<file path="src/rtl/uart_pkg.sv">
// -----------------------------------------------------------------------------
// uart_pkg
// Shared definitions for the UART transmit path that drains the TX FIFO.
//   tx_state_t  : transmitter state encoding
//   frame_bits(): number of bit periods in one UART frame
//   IDLE_LVL    : level of the serial line when nothing is being sent
// -----------------------------------------------------------------------------
package uart_pkg;

   localparam logic IDLE_LVL = 1'b1;

   typedef enum logic [2:0] {
      IDLE,
      FETCH,
      WAIT,
      START,
      DATA,
      PARITY,
      STOP
   } tx_state_t;

   // Start bit + data bits + optional parity bit + stop bits.
   function automatic int frame_bits(input int data_width,
                                     input int parity_en,
                                     input int stop_bits);
      return 1 + data_width + parity_en + stop_bits;
   endfunction

endpackage

</file>
<file path="src/rtl/uart_baud_gen.sv">
// -----------------------------------------------------------------------------
// uart_baud_gen
// Bit-period timer. Counts 0..CLKS_PER_BIT-1 and flags the last cycle of each
// bit period. A clear pulse restarts the period so every new state begins a
// full-length bit.
// Ports:
//   clk   in   clock, rising edge
//   rst   in   synchronous active-high reset
//   clear in   restart the bit period on the next edge
//   tick  out  high during the last cycle of the current bit period
// -----------------------------------------------------------------------------
module uart_baud_gen #(
   parameter int CLKS_PER_BIT = 16
) (
   input  logic clk,
   input  logic rst,
   input  logic clear,
   output logic tick
);

   localparam int            CW   = $clog2(CLKS_PER_BIT);
   localparam logic [CW-1:0] LAST = CW'(CLKS_PER_BIT - 1);

   logic [CW-1:0] cnt_q, cnt_d;

   // NOTE: every signal assigned in always_comb gets a default first, so no
   // path through the block can leave it unassigned and infer a latch.
   always_comb begin
      cnt_d = cnt_q + CW'(1);
      if (clear || (cnt_q == LAST)) begin
         cnt_d = '0;
      end
   end

   // NOTE: state registers use non-blocking assignments so every flop samples
   // its pre-edge inputs regardless of process evaluation order.
   always_ff @(posedge clk) begin
      if (rst) begin
         cnt_q <= '0;
      end else begin
         cnt_q <= cnt_d;
      end
   end

   assign tick = (cnt_q == LAST);

endmodule

</file>
<file path="src/rtl/uart_tx_fifo_drain.sv">
// -----------------------------------------------------------------------------
// uart_tx_fifo_drain
// Pops bytes from the synchronous TX FIFO (request/response read protocol) and
// serialises each one as: start bit, data LSB first, optional parity, 1 or 2
// stop bits. The serial output is registered and only changes on bit
// boundaries.
// Ports:
//   clk              in   clock, rising edge
//   rst              in   synchronous active-high reset
//   fifo_empty       in   FIFO empty flag, sampled only while idle
//   fifo_read_ready  out  one-cycle read request to the FIFO
//   fifo_read_valid  in   FIFO response, one cycle after the request
//   fifo_data        in   FIFO read data, used only with fifo_read_valid
//   tx               out  serial line, idles high
//   busy             out  high from the read request to the last stop cycle
//   done             out  one-cycle pulse after the last stop cycle
// -----------------------------------------------------------------------------
module uart_tx_fifo_drain
   import uart_pkg::*;
#(
   parameter int DATA_WIDTH   = 8,
   parameter int CLKS_PER_BIT = 16,
   parameter int PARITY_EN    = 0,
   parameter int PARITY_ODD   = 0,
   parameter int STOP_BITS    = 1
) (
   input  logic                  clk,
   input  logic                  rst,
   input  logic                  fifo_empty,
   output logic                  fifo_read_ready,
   input  logic                  fifo_read_valid,
   input  logic [DATA_WIDTH-1:0] fifo_data,
   output logic                  tx,
   output logic                  busy,
   output logic                  done
);

   localparam int            BW        = $clog2(DATA_WIDTH + 1);
   localparam logic [BW-1:0] LAST_DATA = BW'(DATA_WIDTH - 1);
   localparam logic [BW-1:0] LAST_STOP = BW'(STOP_BITS - 1);
   localparam logic          ODD_BIT   = (PARITY_ODD != 0);

   tx_state_t             state_q, state_d;
   logic [BW-1:0]         bit_q, bit_d;
   logic [DATA_WIDTH-1:0] shift_q, shift_d;
   logic                  parity_q, parity_d;
   logic                  tx_q, tx_d;
   logic                  done_q, done_d;
   logic                  tick;
   logic                  clear;

   uart_baud_gen #(
      .CLKS_PER_BIT(CLKS_PER_BIT)
   ) u_baud (
      .clk  (clk),
      .rst  (rst),
      .clear(clear),
      .tick (tick)
   );

   always_comb begin
      state_d  = state_q;
      bit_d    = bit_q;
      shift_d  = shift_q;
      parity_d = parity_q;
      done_d   = 1'b0;
      tx_d     = IDLE_LVL;

      case (state_q)
         IDLE: begin
            if (!fifo_empty) state_d = FETCH;
         end
         FETCH: begin
            state_d = WAIT;
         end
         WAIT: begin
            // No response means the empty flag was stale: give up this frame.
            if (fifo_read_valid) begin
               shift_d  = fifo_data;
               parity_d = (^fifo_data) ^ ODD_BIT;
               state_d  = START;
            end else begin
               state_d = IDLE;
            end
         end
         START: begin
            if (tick) state_d = DATA;
         end
         DATA: begin
            if (tick) begin
               if (bit_q == LAST_DATA) begin
                  state_d = (PARITY_EN != 0) ? PARITY : STOP;
               end else begin
                  bit_d   = bit_q + BW'(1);
                  shift_d = shift_q >> 1;
               end
            end
         end
         PARITY: begin
            if (tick) state_d = STOP;
         end
         STOP: begin
            if (tick) begin
               if (bit_q == LAST_STOP) begin
                  state_d = IDLE;
                  done_d  = 1'b1;
               end else begin
                  bit_d = bit_q + BW'(1);
               end
            end
         end
         default: begin
            state_d = IDLE;
         end
      endcase

      // Every state entry restarts both the bit period and the bit count.
      clear = (state_d != state_q);
      if (clear) bit_d = '0;

      // tx is computed from the next state so the flop presents the new bit
      // exactly at the boundary, with no combinational path to the pad.
      case (state_d)
         START:   tx_d = 1'b0;
         DATA:    tx_d = shift_d[0];
         PARITY:  tx_d = parity_q;
         default: tx_d = IDLE_LVL;
      endcase
   end

   always_ff @(posedge clk) begin
      if (rst) begin
         state_q <= IDLE;
         bit_q   <= '0;
         tx_q    <= IDLE_LVL;
         done_q  <= 1'b0;
      end else begin
         state_q <= state_d;
         bit_q   <= bit_d;
         tx_q    <= tx_d;
         done_q  <= done_d;
      end
   end

   // NOTE: the shift register and parity bit are pure datapath; they are always
   // loaded in WAIT before being used, so they carry no reset.
   always_ff @(posedge clk) begin
      shift_q  <= shift_d;
      parity_q <= parity_d;
   end

   assign tx              = tx_q;
   assign done            = done_q;
   assign busy            = (state_q != IDLE);
   assign fifo_read_ready = (state_q == FETCH);

`ifndef SYNTHESIS
   localparam int FRAME_CYCLES = frame_bits(DATA_WIDTH, PARITY_EN, STOP_BITS) * CLKS_PER_BIT;

   logic rd_prev_q;
   int   frame_cyc_q;

   always_ff @(posedge clk) begin
      if (CLKS_PER_BIT < 2) $fatal(1, "CLKS_PER_BIT must be at least 2");
      if ((STOP_BITS != 1) && (STOP_BITS != 2)) $fatal(1, "STOP_BITS must be 1 or 2");
      if (DATA_WIDTH == 0) $fatal(1, "DATA_WIDTH must be non-zero");

      rd_prev_q <= rst ? 1'b0 : fifo_read_ready;
      if (rst || (state_q inside {IDLE, FETCH, WAIT})) begin
         frame_cyc_q <= 0;
      end else begin
         frame_cyc_q <= frame_cyc_q + 1;
      end

      if (!rst) begin
         assert (!(rd_prev_q && fifo_read_ready))
            else $error("fifo_read_ready high on two consecutive cycles");
         if ((state_q == STOP) && (state_d == IDLE)) begin
            assert (frame_cyc_q + 1 == FRAME_CYCLES)
               else $error("frame length %0d, expected %0d", frame_cyc_q + 1, FRAME_CYCLES);
         end
      end
   end
`endif

endmodule

</file>
<file path="config.mk">
export PLATFORM = sky130hd
export DESIGN_NAME = uart_tx_fifo_drain
export DESIGN_NICKNAME = d
export VERILOG_FILES = /design/src/rtl/uart_pkg.sv /design/src/rtl/uart_baud_gen.sv /design/src/rtl/uart_tx_fifo_drain.sv
export SDC_FILE = /design/constraint.sdc
export NUM_CORES = 1
export LEC_CHECK = 0
export ABC_AREA = 1
export BUFFER_PORTS_ARGS = -buffer_cell sky130_fd_sc_hd__clkbuf_2
export CAP_MARGIN = 40
export CORE_AREA = 2 2 54 56
export DETAILED_ROUTE_END_ITERATION = 10
export DIE_AREA = 0 0 56 58
export PLACE_DENSITY = 0.7
export SYNTH_ARGS = -nofsm -noshare
export SYNTH_HDL_FRONTEND = slang
export SYNTH_SLANG_ARGS = --single-unit
</file>
<file path="constraint.sdc">
create_clock -name clk -period 1.55 [get_ports clk]
set_clock_uncertainty 0.1 [all_clocks]
set_input_delay 0.0775 -clock clk [delete_from_list [all_inputs] [get_ports clk]]
set_output_delay 0.0775 -clock clk [all_outputs]
set_load 0.01 [all_outputs]
</file>
==> reports/summary.txt, run 1 <==
Outcome: complete, but fails checks
Failing checks: setup timing
Max Slew Vio Count: 0
DIE WIDTH: 56 µm
Startpoint types: register
Worst Path Required: 1.67 ns
I/O pin total: 16
Setup violation total in the final timing report: 16
Worst vdd ir: 746 µV
Slew Limit Headroom: 84.1%
CTS Sinks: 22
Slew @ Worst Pin: 0.236 ns
Fin worst setup slack: -0.0855 ns
CTS Buf Count: 3
Worst slack at placement: -0.0603 ns
Final hold violations: 0
Wirelength per Cell: 13.7 µm
CTS tree: built
Min-Delay Startpoint: fifo_data[5]
Power share of the sequential group: 46.3%
Count of state elements after synthesis: 22
Dominant cells by area after synthesis: dfxtp_1 (22%), edfxtp_1 (19%), nand2_1 (8.3%), nor2_1 (5.9%), inv_1 (5.3%)
Sw Pwr: 374 µW
Gr usage total: 18.1%
Post-synth cell types: 27
Post-synth top area cell: dfxtp_1
PortBufs: 15
Pint: 1040 µW
Vias/cell: 5.17
Largest net degree at the start of global routing: 14
NumNets Final: 217
Starting Density: 47.5%
Initial antenna violation count: 0
DP HPWL: 1970 µm
Clk buf depth: 2
Core footprint: 2660 µm²
PwrDens: 745 nW/µm²
Gr ovfl total: 0
Vias in the first global route: 1101
Leakage: 0.000797 µW
Hold path cells: 2
Synth top area share: 22.2%
Worst-path fanout max: 5
Num rows: 19
Unrepaired setup endpoints after global routing: yes
Worst-path clk slew: 0.13 ns
Sequential fraction of the synthesis area: 41.1%
Yosys warnings: 0
DR vias: 1199
Area of the multi-input gates: 852 µm²
Net Count, Synth: 169
# diodes: 0
Tmin final: 1.64 ns
Register-to-register setup slack: -0.09 ns
Clock Power Share: 31.8%
Number of nets still failing antenna checks after routing: 0
Clk Latency, worst-skew pair: 0.32 ns
Die height: 58 µm
Cells after synthesis: 154
Crit Reg-Reg Endpoint: bit_q[0]
Crit share post-route: 106%
Setup TNS: -0.660 ns
Sw frac: 26.5%
Global placer's final weighted congestion: 0.882
Layout cells sized above 1: 51.2%
Reg2Reg Depth: 10
First-pass GRT wire length: 4640 µm
Pre-antenna DRT Iters: 4
DRT iter0 DRCs: 56
Setup CP Type: reg2reg
Crit Reg-Reg Startpoint: bit_q[0]
Sequential cell area: 537 µm²
Routed Wire Length: 3180 µm
CTS Root Cell: clkbuf_4
Min-Delay Path Class: in2reg
Post-route DRC violation count: 0
Filler cells: 207
Hold Crit Endpoint: shift_q[5]
Max_cap viols: 0
Highest clock rate: 611 MHz
H-tree depth: 1
Layout area overhead: 49.7%
Mapped cell area: 1260 µm²
CP arrival: 1.76 ns
Die ar.: 3250 µm²
Worst Setup End Kind: register
Syn avg cell area: 8.21 µm²
Comb power frac: 22.0%
## timing repair
| item | CTS | global route |
|---|---|---|
| endpoints found under the setup margin | 9 | 20 |
| gates resized for setup | 20 | 45 |
| endpoints found under the hold margin | 10 | 1 |
| pin swaps | 8 | 23 |
| hold buffers | 6 | 1 |
| setup buffers | 6 | 5 |
## how the worst max path moves through the flow
stage | slack (ns) | start | end
floorplan | 0.02 | u_baud.cnt_q[0] | bit_q[3]
global placement | -0.04 | state_q[1] | u_baud.cnt_q[2]
detailed placement | -0.06 | state_q[1] | bit_q[2]
CTS | 0.00005 | bit_q[1] | bit_q[1]
global route | -0.16 | bit_q[0] | bit_q[0]
finish | -0.09 | bit_q[0] | bit_q[0]
## cell usage after synthesis
library cell / count
nand2_1: 28
nor2_1: 20
inv_1: 18
dfxtp_1: 14
nand3_1: 13
edfxtp_1: 8
xnor2_1: 7
a32o_1: 6
inv_2: 5
nand2_2: 5
xor2_1: 5
o21ai_0: 4
ha_1: 3
nor2_2: 3
nand3_4: 2
nor2_4: 2
a21oi_1: 1
buf_6: 1
nand3_2: 1
nand3b_1: 1
nand4_1: 1
nand4_2: 1
nor3_1: 1
nor4_1: 1
o211ai_1: 1
o21ai_1: 1
or2_0: 1
## through the flow
step | utilization (%) | cells | area (µm²) | power (µW) | hold WS [ns]
after floorplan | - | 154 | 1280 | 810 | 0.0466
after global placement | 55.0 | 210 | 1470 | 882 | 0.206
after detailed placement | 55.0 | 210 | 1470 | 886 | 0.205
after CTS | 62.9 | 226 | 1680 | 1360 | 0.00321
after global routing | 71.1 | 232 | 1890 | 1470 | 0.00152
final | 71.1 | 232 | 1890 | 1410 | 0.0114
## logic make-up (layout without fill, tap and decap cells)
logic type,count (synthesis),in the layout,share of synthesized area (%)
AND/OR/NAND/NOR,80,80,32.1
adder cells (fa/ha/maj),3,3,2.97
flip-flops,22,22,41.1
buffers and inverters,24,71,7.71
AO/OA/AOI/OAI,13,13,7.71
XOR/XNOR,12,12,8.31
## sequential cells by signal, summed over array words and instances (netlist names)
| register | cells |
|---|---|
| shift_q | 8 |
| bit_q | 4 |
| u_baud.cnt_q | 4 |
| state_q | 3 |
| done | 1 |
| parity_q | 1 |
| tx | 1 |
## final cells by class
class                           instances  share of cell area [%]
Clock buffer                            3                    1.19
Clock inverter                          1                    1.59
Inverter                               23                    5.02
Multi-Input combinational cell        108                    45.0
Sequential cell                        22                    28.4
Tap cell                               31                    2.05
Timing Repair Buffer                   44                    16.8
## worst max-delay path: stages (launching register included)
cell and delay [ns]:
dfxtp_2 0.36, inv_1 0.11, ha_4 0.15, nand2_4 0.07
nor2_2 0.13, nor2_2 0.04, nor2_2 0.16, buf_4 0.15
nand3_4 0.09, nand3_4 0.11, nor2_1 0.06
## metal layers
layer	part of all wire [%]	global-route usage, %	up-vias
li1	-	-	599
met1	40	21.9	561
met2	53	32.3	28
met3	3.0	4.02	11
met4	3.6	5.44	0
met5	0	0	-
## placed cells by master (no fill, tap or decap), types with 7 or more instances in the layout
master,instances
xnor2_1,7
nor2_1,10
nand2_4,8
nor2_2,10
dlygate4sd3_1,7
edfxtp_1,8
buf_4,20
nand3_1,7
nand2_2,9
clkbuf_2,15
nand2_1,16
dfxtp_1,7
inv_1,14
## power by group through the flow
stage | registers [µW] | clock network [µW] | logic [µW]
finish | 653 | 448 | 310
CTS | 653 | 449 | 257
floorplan | 656 | 0 | 154
global route | 656 | 474 | 338
global placement | 661 | 0 | 221
detailed placement | 662 | 0 | 224
Power figures use the tool's default switching activity.
==> inputs of run 2 (changes only) <==
CELL_PAD_IN_SITES_DETAIL_PLACEMENT = 0   (was unset)
CELL_PAD_IN_SITES_GLOBAL_PLACEMENT = 1   (was unset)
CORE_AREA = 2 2 61 63   (was 2 2 54 56)
DIE_AREA = 0 0 63 65   (was 0 0 56 58)
PLACE_DENSITY = unset   (was 0.7)
PLACE_DENSITY_LB_ADDON = 0.1   (was unset)
==> run 2 against run 1 <==
Critical path type unchanged. Die area increased by 26%. Sequential cell count unchanged. Routed wire length decreased by 9.7%. Maximum frequency increased by 4.5%. Largest cell class unchanged. Cell area increased by 2.4%. Worst hold slack improved by 0.070 ns. Core utilization decreased by 16 points. Register-to-register slack improved by 0.07 ns. Global-route usage decreased by 2.5 points. The flow still finishes with violations (setup timing). Critical endpoint is now u_baud.cnt_q[3].
==> reports/summary.txt, run 2 (synthesis gave the netlist of run 1 again) <==
PwrDens: 663 nW/µm² (-11%)
Initial antenna violation count: 0 (unchanged)
Leading cell type in the layout, fill and taps excluded: buf_4
Worst-path fanout max: 7 (+2)
DR vias: 1161 (-3.2%)
Max_cap viols: 0 (unchanged)
Power share of the sequential group: 50.7% (+4.4 points)
Min-Delay Path Class: in2reg
PortBufs: 15 (unchanged)
Sw Pwr: 364 µW (-2.9%)
Crit share post-route: 101% (-4.5 points)
Final hold violations: 0 (unchanged)
Core footprint: 3500 µm² (+31%)
Crit path launch: u_baud.cnt_q[1]
Crit Reg-Reg Startpoint: u_baud.cnt_q[1]
CP bufs+invs: 0 (-2)
I/O pin total: 16 (unchanged)
Clk buf depth: 2 (unchanged)
Slew Limit Headroom: 86.2% (+2.1 points)
Worst slack at placement: -0.0914 ns (-0.0311 ns)
Startpoint types: register
Routed Wire Length: 2870 µm (-9.7%)
Min-Delay Startpoint: fifo_data[0]
Largest registers: shift_q: 8 flops, bit_q: 4 flops, u_baud.cnt_q: 4 flops
Worst Setup End Kind: register
Fin worst setup slack: -0.0157 ns (+0.0699 ns)
DIE WIDTH: 63 µm (+13%)
Layout cells sized above 1: 53.2% (+1.9 points)
Area after DPL: 1570 µm² (+7.4%)
Comb power frac: 24.0% (+2.0 points)
Starting Density: 36.2% (-11 points)
Crit-path cells: ha_4, nand3_4, nor2_4, nor2_2, nor2_2, nand2_2, nand2_4, nand4_4, nor2_2
Clock Power Share: 25.2% (-6.6 points)
Post-route DRC violation count: 0 (unchanged)
Largest Register: shift_q
NumNets Final: 221 (+1.8%)
Tmin final: 1.57 ns (-0.0699 ns)
Sw frac: 28.3% (+1.7 points)
Layout area overhead: 53.3%
CP arrival: 1.73 ns (-0.03 ns)
Worst vdd ir: 291 µV (-61%)
Final hold slack: 0.0816 ns (+0.0702 ns)
Max Slew Vio Count: 0 (unchanged)
Vias/cell: 4.59 (-11%)
Failing checks: setup timing
First-pass GRT wire length: 5050 µm (+8.9%)
Pint: 923 µW (-11%)
Leakage: 0.000793 µW (-0.47%)
CTS Buf Count: 3 (unchanged)
Final Cell Area: 1940 µm² (+2.4%)
Global placer's final weighted congestion: 0.812 (-7.9%)
Outcome: complete, but fails checks
Gr ovfl total: 0 (unchanged)
Worst Path Required: 1.71 ns (+0.04 ns)
Worst path top cell family by delay: simple AND/OR/NAND/NOR gates
Cell Count, Final, Fillers Out: 253 (+9.1%)
Max reg flops: 8 (unchanged)
Max incr delay on CP: 0.37 ns (about the same)
DP HPWL: 2170 µm (+10%)
Top cell by count, worst path: nor2_2
Filler cells: 353 (+71%)
Critical Path Slowest Stage Cell: dfxtp_2
Most frequent cells in the layout: buf_4 (20), nand2_1 (15), clkbuf_2 (15)
Unrepaired setup endpoints after global routing: yes
Setup CP Type: reg2reg
Pre-antenna DRT Iters: 4 (unchanged)
Placed instance count: 237 (+13%)
Setup violation total in the final timing report: 2 (-14)
DRT iter0 DRCs: 62 (+11%)
Num rows: 22 (+3)
Largest net degree at the start of global routing: 13 (-1)
Wirelength per Cell: 11.3 µm (-17%)
# diodes: 0 (unchanged)
CTS tree: built
Die ar.: 4100 µm² (+26%)
Worst-path clk slew: 0.13 ns (about the same)
Highest clock rate: 639 MHz (+4.5%)
CTS Root Cell: clkbuf_4
Gr usage total: 15.6% (-2.5 points)
Number of nets still failing antenna checks after routing: 0 (unchanged)
CTS Sinks: 22 (unchanged)
Die height: 65 µm (+12%)
Vias in the first global route: 1166 (+5.9%)
Clk Latency, worst-skew pair: 0.31 ns (about the same)
H-tree depth: 1 (unchanged)
Slew @ Worst Pin: 0.205 ns (-0.0313 ns)
==> run 2: per-stage QoR <==
step           utilization, %  power [µW]  TNS, ns
5_1_grt                  55.5        1370    -1.23
2_1_floorplan               -         810        0
6_report                 55.5        1290  -0.0204
3_5_place_dp             45.0         898   -0.702
4_1_cts                  50.0        1250  -0.0138
3_3_place_gp             45.0         897   -0.540
==> run 2: what timing repair did <==
| item | 4_1_cts | 5_1_grt |
|---|---|---|
| endpoints found under the hold margin | 12 | 0 |
| buffers inserted | 1 | 3 |
| gates resized for setup | 22 | 44 |
| setup endpoints to repair | 22 | 23 |
| hold buffers | 8 | 0 |
| pin swaps | 8 | 22 |
==> run 2: layout make-up <==
cell class	instances	area, µm²	share of cell area (%)
timing repair buffer	48	370	19.1
inverter	23	95.1	4.90
multi-input combinational	108	843	43.5
clock buffer	4	36.3	1.87
tap	48	60.1	3.10
sequential	22	534	27.5
==> run 2: tightest hold or removal path, cell delays in order <==
cell      delay (ns)
clkbuf_2        0.10
nand2_1         0.05
o21ai_0         0.06
nand3_1         0.08
nand3_2         0.10
==> run 2: final timing paths <==
| check | endpoint | slack, ns | depth (start not counted) |
|---|---|---|---|
| worst max-delay path | u_baud.cnt_q[3] | -0.02 | 9 |
| worst min-delay path | shift_q[0] | 0.08 | 5 |
| worst max register to register | u_baud.cnt_q[3] | -0.02 | 9 |
| worst min register to register | shift_q[0] | 0.48 | 2 |
==> run 2: per-layer routing <==
layer  routed length (µm)  track usage, %
met2                 1400            26.3
met1                 1360            19.9
met3                   82            2.60
met4                   30            5.83
met5                    0               0
==> run 2: power by group through the flow <==
stage / Sequential [µW] / Clock, µW / Combinational [µW]
6_report: 652 / 325 / 309
5_1_grt: 657 / 366 / 343
4_1_cts: 651 / 338 / 257
3_5_place_dp: 661 / 0 / 237
3_3_place_gp: 661 / 0 / 236
2_1_floorplan: 656 / 0 / 154
==> inputs of run 3 (changes only) <==
CORE_AREA = 10 10 69 71   (was 2 2 61 63)
DIE_AREA = 0 0 79 81   (was 0 0 63 65)
==> run 3 against run 2 <==
The run still ends with setup timing left. Cell area shrank 2.3%. Sequential cell count is the same. Worst setup slack lost 0.030 ns. Die area grew 56%. Maximum frequency shrank 1.9%. Sequential share of layout area grew 0.64 points. Via count grew 2.2%.
==> reports/summary.txt, run 3 (synthesis gave the netlist of run 1 again) <==
Failing checks: setup timing
Slew Limit Headroom: 84.8% (-1.5 points)
Setup CP Type: reg2reg
Layout cells sized above 1: 48.3% (-4.9 points)
Final Cell Area: 1900 µm² (-2.3%)
CP arrival: 1.71 ns (-0.02 ns)
Min-Delay Path Class: in2reg
Initial antenna violation count: 0 (unchanged)
# diodes: 0 (unchanged)
H-tree depth: 1 (unchanged)
Vias/cell: 4.69 (+2.2%)
Worst Path Required: 1.67 ns (-0.04 ns)
DRT iter0 DRCs: 60 (-3.2%)
Worst-path fanout max: 5 (-2)
Routed Wire Length: 3190 µm (+11%)
Largest Register: shift_q
Layout area overhead: 49.9%
Worst Setup End Kind: register
Clk buf depth: 2 (unchanged)
Unrepaired setup endpoints after global routing: yes
Post-route DRC violation count: 0 (unchanged)
Outcome: complete, but fails checks
I/O pin total: 16 (unchanged)
Slew @ Worst Pin: 0.228 ns (+0.0232 ns)
Largest registers: shift_q: 8 flops, bit_q: 4 flops, u_baud.cnt_q: 4 flops
Overall Power: 1400 µW (+8.8%)
Fin worst setup slack: -0.0459 ns (-0.0302 ns)
Leading cell type in the layout, fill and taps excluded: buf_4
Area after DPL: 1540 µm² (-1.9%)
Pre-antenna DRT Iters: 4 (unchanged)
Wirelength per Cell: 12.6 µm (+11%)
PortBufs: 15 (unchanged)
Post-layout util: 53.8% (-1.7 points)
CTS Root Cell: clkbuf_4
First-pass GRT wire length: 5510 µm (+9.0%)
CTS Buf Count: 3 (unchanged)
Starting Density: 35.9% (-0.28 points)
Worst vdd ir: 399 µV (+37%)
Most frequent cells in the layout: buf_4 (24), inv_1 (17), nand2_1 (17)
Final hold violations: 0 (unchanged)
Worst-path clk slew: 0.13 ns (about the same)
Leakage: 0.000803 µW (+1.3%)
Filler cells: 367 (+4.0%)
Vias in the first global route: 1215 (+4.2%)
PwrDens: 739 nW/µm² (+11%)
Num rows: 22 (unchanged)
Startpoint types: register
CTS tree: built
NumNets Final: 221 (unchanged)
Crit share post-route: 103% (+2.0 points)
Max reg flops: 8 (unchanged)
Die ar.: 6400 µm² (+56%)
DR vias: 1187 (+2.2%)
Largest net degree at the start of global routing: 14 (+1)
Final hold slack: 0.135 ns (+0.0536 ns)
Gr usage total: 10.6% (-5.0 points)
Worst slack at placement: -0.104 ns (-0.0126 ns)
Gr ovfl total: 0 (unchanged)
DP HPWL: 2230 µm (+2.5%)
Core footprint: 3520 µm² (+0.79%)
DIE WIDTH: 79 µm (+25%)
Global placer's final weighted congestion: 0.846 (+4.2%)
Die height: 81 µm (+25%)
Number of nets still failing antenna checks after routing: 0 (unchanged)
Highest clock rate: 627 MHz (-1.9%)
Max_cap viols: 0 (unchanged)
Setup violation total in the final timing report: 8 (+6)
Max Slew Vio Count: 0 (unchanged)
CTS Sinks: 22 (unchanged)
Clk Latency, worst-skew pair: 0.31 ns (about the same)
Tmin final: 1.60 ns (+0.0302 ns)
==> run 3: cell count changes in the layout (fill, tap and decap cells not counted), sizes merged <==
cell	previous run	this run
inv	22	23
bufinv	0	1
clkinvlp	1	0
clkbuf	19	18
==> run 3: metal layers <==
layer	vias to the layer above	wire length (µm)	share of wire, %	GRT usage (%)
met5	-	0	0	0
met4	0	37	1.2	2.69
met3	6	137	4.3	3.53
met2	19	1700	53	19.8
met1	556	1320	41	11.0
li1	606	-	-	-
==> run 3: per-stage QoR <==
step                      std cells  TNS (ns)
after floorplan                 154         0
after global placement          233    -0.611
after detailed placement        233    -0.862
after CTS                       251   -0.0582
after global routing            253     -1.27
final                           253    -0.273
==> run 3: cell type report <==
cell class              count  area (µm²)  area share (%)
clock buffers               3        22.5            1.19
multi-input cells         108         805            42.4
inverters                  23        88.8            4.69
clock inverters             1        30.0            1.58
repair buffers             48         355            18.7
flip-flops and latches     22         534            28.2
well taps                  48        60.1            3.17
==> run 3: critical path, stage by stage, from the launching register on <==
cell,delay [ns]
dfxtp_2,0.35
inv_1,0.07
ha_1,0.17
nand2_2,0.10
nor2_2,0.13
nor2_2,0.05
nor2_2,0.13
buf_4,0.14
nand3_4,0.09
nand3_4,0.12
nor2_1,0.05
==> run 3: what timing repair did <==
item,CTS,global route
cloned,0,0
buffers inserted,6,2
hold buffers,8,0
resized for setup,34,13
setup endpoints to repair,22,23
pin swaps,11,10
endpoints found under the hold margin,12,0
==> run 3: where the power goes <==
group | total [µW] | switching [µW] | internal [µW]
combinational | 300 | 160 | 140
sequential | 650 | 21.5 | 629
clock | 450 | 188 | 261
==> run 3: path summary, 6_finish.rpt <==
check / start / endpoint / slack [ns] / cells past startpoint
max: bit_q[0] / bit_q[0] / -0.05 / 10
min: fifo_data[0] / shift_q[0] / 0.14 / 5
max reg2reg: bit_q[0] / bit_q[0] / -0.05 / 10
min reg2reg: u_baud.cnt_q[0] / u_baud.cnt_q[0] / 0.43 / 2
